**config.mk**
```make
export PLATFORM = sky130hd
export DESIGN_NAME = tt_uart_tx
export DESIGN_NICKNAME = d
export VERILOG_FILES = /design/src/rtl/tt_uart_tx.sv
export SDC_FILE = /design/constraint.sdc
export NUM_CORES = 1
export LEC_CHECK = 0
export CORE_MARGIN = 8
export CORE_UTILIZATION = 35
export CTS_CLUSTER_SIZE = 20
export DETAILED_ROUTE_END_ITERATION = 12
export SKIP_CTS_REPAIR_TIMING = 1
export SYNTH_ARGS = -nofsm -noshare
export SYNTH_HDL_FRONTEND = slang
export SYNTH_SLANG_ARGS = --single-unit
```
**constraint.sdc**
```tcl
create_clock -name clk_i -period 2.54 [get_ports clk_i]
set_input_delay 0.508 -clock clk_i [delete_from_list [all_inputs] [get_ports clk_i]]
set_output_delay 0.508 -clock clk_i [all_outputs]
set_load 0.03 [all_outputs]
```
**src/rtl/tt_uart_tx.sv**
```systemverilog
// tt_uart_tx: 8N1 UART transmitter fed by a small byte FIFO.
// Define TT_UART_TX_PARITY_EN to insert a parity bit after the data bits.
module tt_uart_tx #(
   parameter int CLKS_PER_BIT = 434,
   parameter int FIFO_DEPTH   = 4
) (
   input  logic                        clk_i,
   input  logic                        rst_ni,
   input  logic [7:0]                  data_i,
   input  logic                        valid_i,
   output logic                        ready_o,
   input  logic                        parity_odd_i,
   output logic                        tx_o,
   output logic                        busy_o,
   output logic [$clog2(FIFO_DEPTH):0] fifo_count_o
);

   localparam int AW = $clog2(FIFO_DEPTH);
   localparam int CW = $clog2(CLKS_PER_BIT);
   localparam logic [CW-1:0] BIT_LAST = CW'(CLKS_PER_BIT - 1);
   localparam logic [AW:0]   FULL     = (AW+1)'(FIFO_DEPTH);

`ifdef TT_UART_TX_PARITY_EN
   typedef enum logic [2:0] {
      S_IDLE, S_START, S_DATA, S_PARITY, S_STOP
   } state_t;
`else
   typedef enum logic [1:0] {
      S_IDLE, S_START, S_DATA, S_STOP
   } state_t;
`endif

   state_t         state_q, state_d;
   logic [CW-1:0]  cnt_q;
   logic [2:0]     bit_q;
   logic [7:0]     shift_q;
   logic [7:0]     mem [FIFO_DEPTH];
   logic [AW-1:0]  wr_q, rd_q;
   logic [AW:0]    count_q;
   logic           tx_d;
   logic           pop;
   logic           push;
   logic           nempty;
   logic           bit_end;
   logic           last_data;

   assign ready_o      = (count_q != FULL);
   assign fifo_count_o = count_q;
   assign busy_o       = (state_q != S_IDLE);
   assign push         = valid_i && ready_o;
   assign nempty       = (count_q != '0);
   assign bit_end      = (cnt_q == BIT_LAST);
   assign last_data    = (bit_q == 3'd7);

`ifdef TT_UART_TX_PARITY_EN
   logic par_q;

   always_ff @(posedge clk_i) begin
      if (!rst_ni) begin
         par_q <= 1'b0;
      end else if (pop) begin
         par_q <= ^mem[rd_q] ^ parity_odd_i;
      end
   end
`else
   logic unused_parity;
   assign unused_parity = parity_odd_i;
`endif

   // state register
   always_ff @(posedge clk_i) begin
      if (!rst_ni) begin
         state_q <= S_IDLE;
      end else begin
         state_q <= state_d;
      end
   end

   // next-state logic
   always_comb begin
      state_d = state_q;
      unique case (state_q)
         S_IDLE: begin
            if (nempty) state_d = S_START;
         end
         S_START: begin
            if (bit_end) state_d = S_DATA;
         end
         S_DATA: begin
`ifdef TT_UART_TX_PARITY_EN
            if (bit_end && last_data) state_d = S_PARITY;
         end
         S_PARITY: begin
            if (bit_end) state_d = S_STOP;
`else
            if (bit_end && last_data) state_d = S_STOP;
`endif
         end
         S_STOP: begin
            if (bit_end) state_d = nempty ? S_START : S_IDLE;
         end
         default: state_d = S_IDLE;
      endcase
   end

   // output logic: next line level and FIFO pop
   always_comb begin
      tx_d = tx_o;
      pop  = 1'b0;
      unique case (state_q)
         S_IDLE: begin
            pop  = nempty;
            tx_d = !nempty;
         end
         S_START: begin
            if (bit_end) tx_d = shift_q[0];
         end
         S_DATA: begin
            if (bit_end) begin
`ifdef TT_UART_TX_PARITY_EN
               tx_d = last_data ? par_q : shift_q[1];
`else
               tx_d = last_data ? 1'b1 : shift_q[1];
`endif
            end
         end
`ifdef TT_UART_TX_PARITY_EN
         S_PARITY: begin
            if (bit_end) tx_d = 1'b1;
         end
`endif
         S_STOP: begin
            if (bit_end) begin
               pop  = nempty;
               tx_d = !nempty;
            end
         end
         default: tx_d = 1'b1;
      endcase
   end

   always_ff @(posedge clk_i) begin
      if (!rst_ni) begin
         tx_o    <= 1'b1;
         cnt_q   <= '0;
         bit_q   <= '0;
         shift_q <= '0;
      end else begin
         tx_o <= tx_d;
         if (state_q == S_IDLE || bit_end) begin
            cnt_q <= '0;
         end else begin
            cnt_q <= cnt_q + CW'(1);
         end
         if (pop) begin
            bit_q   <= '0;
            shift_q <= mem[rd_q];
         end else if (state_q == S_DATA && bit_end) begin
            bit_q   <= bit_q + 3'd1;
            shift_q <= {1'b0, shift_q[7:1]};
         end
      end
   end

   // pointers wrap naturally since the depth is a power of two
   always_ff @(posedge clk_i) begin
      if (!rst_ni) begin
         wr_q    <= '0;
         rd_q    <= '0;
         count_q <= '0;
      end else begin
         if (push) wr_q <= wr_q + AW'(1);
         if (pop)  rd_q <= rd_q + AW'(1);
         if (push && !pop) begin
            count_q <= count_q + (AW+1)'(1);
         end else if (pop && !push) begin
            count_q <= count_q - (AW+1)'(1);
         end
      end
   end

   always_ff @(posedge clk_i) begin
      if (push) mem[wr_q] <= data_i;
   end

endmodule

```
==> metrics.cfg, run 1 <==
[setup_path]
required_ns = 2.80
critPathKind = reg -> reg
end_kind = register
critPathMaxFanout = 2
cp-start-kind = register
cp_common_cell = inv_1
slowest_stage = fa_1
cp_cell_sequence = inv_1 -> ha_1 -> and4b_2 -> a31oi_4 -> or2_1 -> ha_2 -> inv_1 -> fa_1 -> xor2_1 -> or3_1 -> a21oi_1
r2r-start = cnt_q[1]
crit_start = cnt_q[1]
cp.arrival_ns = 2.66
cpPeakStageDelay_ns = 0.37

[clocking]
cts_tree = yes
worstSkewPairLatency_ns = 0.34
clockBufferDepth = 2
cts_max_level = 3
path_clk_slew_ns = 0.07
cts_inserted_buffers = 9
cts.sink_count = 64
ctsRootBufferMaster = clkbuf_8

[drt]
drtAntennaViolNets = 0
vias = 1637
drt-initial-drc-count = 44
viasPerCell = 4.70
route.detailed.drc = 0
drt_wl_total_mm = 4.62
avgRoutedWirePerCell_um = 13.3
first_pass_iters = 4

[grt]
grt_start_max_net_pins = 15
grt_usage_pct = 9.32
grt_pass1_wl_mm = 8.13
first_global_vias = 1683
antenna_found_initial = 0
overflow = 0

[timing]
hold_ws_ns = 0.486
max_freq_mhz = 417
finalClockSkew_ns = 0.00992
hold_violations = 0
final.period_utilization_pct = 94.3
tightest_slew_ns = 0.559
slew_viol_final = 0
slew_headroom_pct = 62.7
min_period_ns = 2.40
grt_setup_unrepaired = false
finalSetupViolCount = 0

[place]
dpl.cell_count = 332
io_buffers = 16
place_hpwl_mm = 3.18
gp_congestion = 0.679

[final_layout]
layout.cells.non_filler = 348
diodes = 0
seq_area_mm2 = 0.00160
multiInputGateArea_mm2 = 0.00109
drive_gt1_share_pct = 17.1
nFillCells = 727
fin_util_pct = 42.3
nNetsFinal = 268
area_delta_synth_final_pct = 17.6

[yosys]
synthArstFlopShare_pct = 0
synth-main-ff-cell = edfxtp_1
syn-mean-instance-area_um2 = 13.0
synth_seq_area_share_pct = 57.7
ys_warn_count = 0
synth_edf_count = 32
synth_seq_cells = 64
syn_nets = 240
synthCells = 213
syn_area_mm2 = 0.00278
yosys.cell_types.count = 41

[power]
clockPowerShare_pct = 22.6
p_comb_share_pct = 35.2
pwr-share-seq_pct = 42.2
max-vdd-ir-drop_mv = 0.481
p_sw_share_pct = 34.4
leakagePower_nw = 1.21
report.power.total_mw = 3.30
p_int_mw = 2.16
p_per_area_mw_per_mm2 = 1010
power.switching_mw = 1.14

[floorplanning]
dieArea_mm2 = 0.0110
die_h_um = 105
core-area_mm2 = 0.00773
num_rows = 32
ios = 18
die_w_um = 105
initial_utilization_pct = 35.9

[hold_path]
hold_path_class = reg -> reg
hp-start = rd_q[1]

[job]
drv_cap = 0

[outcome]
outcome = finished clean

## state kept, by name, summed over array words and instances, names as in the netlist, named ones only
signal	flops
bit_q	3
wr_q	2
fifo_count_o	3
tx_o	1
cnt_q	9
rd_q	2
shift_q	8
state_q	2
mem	32
## synthesized netlist by cell type, types with 5 or more instances
cell type,number,area share (%)
dfxtp_1,32,23
edfxtp_1,32,35
nor2_1,17,2.3
a21oi_1,14,2.5
ha_1,14,6.3
inv_1,11,1.5
mux2i_1,9,3.2
mux4_2,8,6.5
o31ai_1,8,2.2
xnor2_1,7,2.2
nand2_1,6,0.81
nand3_1,5,0.90
## power by group through the flow
stage                     combinational [mW]  sequential [mW]  clock [mW]
final                                   1.16             1.39       0.746
after global routing                    1.29             1.42       0.824
after CTS                               1.18             1.40       0.781
after detailed placement                1.16             1.42           0
after global placement                  1.16             1.42           0
after floorplan                        0.860             1.40           0
## cell usage in the layout (no fill, tap or decap), types with 6 or more instances in the layout
master and count:
clkdlybuf4s50_1 16, nand2_1 6, clkbuf_8 9, a21oi_1 14
edfxtp_1 32, dfxtp_1 32, inv_1 11, ha_1 13
buf_4 9, o31ai_1 8, nor2_1 17, mux4_2 8
mux2i_1 9, xnor2_1 7
## through the flow
stage,setup TNS (ns),worst slack (ns),cell area [um2]
after detailed placement,-0.0137,-0.0137,3090
after floorplan,0,0.0169,2790
after global routing,0,0.0121,3270
final,0,0.145,3270
after global placement,0,0.0711,3090
after CTS,0,0.0832,3260
## area by class of cell
type	count	area share (%)
clock buffers	10	3.91
inverters	11	1.26
multi-input cells	130	33.5
clock inverters	6	1.42
well taps	102	3.91
repair buffers	25	6.97
flip-flops and latches	64	49.0
## logic make-up after synthesis
| group | Yosys count | share of synthesized area [%] |
|---|---|---|
| flops | 64 | 57.7 |
| simple gates | 52 | 10.2 |
| compound gates | 33 | 7.39 |
| buf+inv | 19 | 3.56 |
| mux | 19 | 10.7 |
| fa+ha+maj | 15 | 7.03 |
| xor+xnor | 11 | 3.47 |
## critical path, delay by kind of cell (launching register included)
| family | cells | cell delay (ns) |
|---|---|---|
| simple gates | 3 | 0.73 |
| flops | 1 | 0.33 |
| compound gates | 2 | 0.30 |
| buf+inv | 2 | 0.09 |
| fa+ha+maj | 3 | 0.72 |
| xor+xnor | 1 | 0.17 |
## worst paths after layout
path | to | slack [ns] | cells after the start
worst min register to register | register | 0.49 | 2
worst min-delay path | register | 0.49 | 2
worst max register to register | fifo_count_o[2] | 0.14 | 11
worst max-delay path | fifo_count_o[2] | 0.14 | 11
## routing by layer
metal  track usage (%)  vias up  wire (um)
li1                  -      836          -
met1              10.2      769       2040
met2              15.0       26       2320
met3              3.87        6        192
met4              5.20        0         73
met5                 0        -          0
Power figures use the tool's default switching activity.
==> run 2: changes to the inputs <==
Settings changed: CORE_MARGIN 8 to default, MAX_ROUTING_LAYER from default to met4.
==> run 2 against run 1 <==
Net effect: die area shrank 25%; hold slack improved by 0.0091 ns; design area up 1.1%; non-clock buffer count is 2 higher; clock-buffer cell count down 1; sequential share of layout area is 0.43 points lower; via count grew 0.86%; power up 2.7%; first-iteration DRC count rose by 68%; clock skew about the same; setup slack improved by 0.047 ns; critical endpoint unchanged; largest power group unchanged.
==> metrics.cfg, run 2 (same netlist as run 1, synthesis figures left out) <==
[floorplanning]
dieArea_mm2 = 0.00829  ; -25%
core-area_mm2 = 0.00769  ; -0.52%
die_w_um = 91.1  ; -13%
ios = 18  ; unchanged
num_rows = 32  ; unchanged
initial_utilization_pct = 36.1  ; +0.19 points
die_h_um = 91.1  ; -13%

[clocking]
cts.sink_count = 64  ; unchanged
ctsRootBufferMaster = clkbuf_8
cts_max_level = 3  ; unchanged
worstSkewPairLatency_ns = 0.33  ; about the same
cts_tree = yes
path_clk_slew_ns = 0.08  ; about the same
cts_inserted_buffers = 9  ; unchanged
clockBufferDepth = 2  ; unchanged

[timing]
finalSetupViolCount = 0  ; unchanged
hold_ws_ns = 0.495  ; +0.00908 ns
max_freq_mhz = 426  ; +2.0%
fin_setup_tns_ns = 0  ; unchanged
finalClockSkew_ns = 0.00989  ; -0.0000370 ns
slew_viol_final = 0  ; unchanged
hold_violations = 0  ; unchanged
min_period_ns = 2.35  ; -0.0466 ns
tightest_slew_ns = 0.550  ; -0.00912 ns
slew_headroom_pct = 63.3  ; +0.61 points
grt_setup_unrepaired = false
fin_ws_ns = 0.191  ; +0.0466 ns
final.period_utilization_pct = 92.5  ; -1.8 points

[outcome]
outcome = finished clean

[power]
leakagePower_nw = 1.23  ; +1.5%
pwr-share-seq_pct = 41.3  ; -0.9 points
p_per_area_mw_per_mm2 = 1030  ; +1.5%
p_comb_share_pct = 35.7  ; +0.5 points
p_int_mw = 2.21  ; +2.0%
power.switching_mw = 1.18  ; +3.9%
report.power.total_mw = 3.39  ; +2.7%
clockPowerShare_pct = 23.0  ; +0.4 points
p_sw_share_pct = 34.9  ; +0.41 points
max-vdd-ir-drop_mv = 0.479  ; -0.48%

[final_layout]
nFillCells = 731  ; +0.55%
nNetsFinal = 270  ; +0.75%
diodes = 0  ; unchanged
layout.cells.non_filler = 350  ; +0.57%
fin_util_pct = 43.0  ; +0.69 points
top_regs = mem (32), cnt_q (9), shift_q (8)
top_register = mem
final_common_cell = edfxtp_1
fin_area_mm2 = 0.00330  ; +1.1%
drive_gt1_share_pct = 20.6  ; +3.5 points
largest_reg_flops = 32  ; unchanged
area_delta_synth_final_pct = 18.9
mostFrequentLayoutCells = edfxtp_1, dfxtp_1, nor2_1

[setup_path]
required_ns = 2.81  ; about the same
path_delay_family = simple AND/OR/NAND/NOR gates
slowest_stage = dfxtp_2
end_kind = register
cp.arrival_ns = 2.62  ; -0.04 ns
critPathKind = reg -> reg
cp-start-kind = register
crit_buf_inv = 2  ; unchanged
cp_cell_sequence = inv_1 -> ha_1 -> and4b_2 -> a31oi_4 -> or2_1 -> ha_2 -> inv_1 -> fa_2 -> xor2_1 -> or3_1 -> a21oi_2
critPathMaxFanout = 2  ; unchanged
cp_common_cell = inv_1
cpPeakStageDelay_ns = 0.33  ; -0.04 ns

[place]
place_hpwl_mm = 3.15  ; -0.96%
dpl.cell_count = 332  ; unchanged
io_buffers = 16  ; unchanged
place_ws_ns = 0.0428  ; +0.0565 ns
gp_congestion = 0.718  ; +5.8%
place_area_mm2 = 0.00309  ; unchanged

[grt]
overflow = 0  ; unchanged
grt_usage_pct = 13.0  ; +3.7 points
antenna_found_initial = 0  ; unchanged
grt_pass1_wl_mm = 7.96  ; -2.1%
grt_start_max_net_pins = 15  ; unchanged
first_global_vias = 1705  ; +1.3%

[drt]
wl_met1_mm = 2.12  ; +4.1%
first_pass_iters = 3  ; -1
vias = 1651  ; +0.86%
drt_wl_total_mm = 4.57  ; -1.2%
drtAntennaViolNets = 0  ; unchanged
viasPerCell = 4.72  ; +0.28%
met2_length_mm = 2.23  ; -3.8%
met3_length_um = 133  ; -31%
route.detailed.drc = 0  ; unchanged
routed.top_layer = met4
drt-initial-drc-count = 74  ; +68%
avgRoutedWirePerCell_um = 13.0  ; -1.8%

[job]
drv_cap = 0  ; unchanged

[hold_path]
hold_path_class = reg -> reg

## run 2: cell types whose count changed in the layout (fill, tap and decap cells not counted), sizes merged
| cell | before | now |
|---|---|---|
| clkinv | 4 | 5 |
| clkinvlp | 2 | 1 |
| inv | 11 | 12 |
| buf | 9 | 11 |
| clkbuf | 10 | 9 |
## run 2: power by group through the flow
| stage | sequential (mW) | combinational, mW | clock (mW) |
|---|---|---|---|
| 6_report | 1.40 | 1.21 | 0.778 |
| 5_1_grt | 1.43 | 1.36 | 0.847 |
| 4_1_cts | 1.40 | 1.18 | 0.810 |
| 3_5_place_dp | 1.42 | 1.17 | 0 |
| 3_3_place_gp | 1.42 | 1.15 | 0 |
| 2_1_floorplan | 1.40 | 0.860 | 0 |
## run 2: worst paths after layout
check,from,depth (start not counted),end,slack [ns]
worst max-delay path,cnt_q[1],11,fifo_count_o[2],0.19
worst min-delay path,rd_q[1],2,rd_q[1],0.49
worst max register to register,cnt_q[1],11,fifo_count_o[2],0.19
worst min register to register,rd_q[1],2,rd_q[1],0.49
## run 2: worst min-delay path, cell delays in order (launching register included)
cell     delay, ns
dfxtp_1       0.31
o31ai_1       0.06
a21oi_1       0.07
## run 2: final cells by class
type | count | area [um2] | share of cell area (%)
repair buffers | 27 | 243 | 7.35
clock buffers | 9 | 124 | 3.75
clock inverters | 7 | 56.3 | 1.71
well taps | 102 | 128 | 3.87
multi-input cells | 130 | 1100 | 33.5
inverters | 11 | 41.3 | 1.25
flip-flops and latches | 64 | 1610 | 48.6
## run 2: metal layers
metal	up-vias	global-route usage, %
li1	835	-
met1	789	14.9
met2	19	20.8
met3	8	3.60
met4	0	6.61
met5	-	-
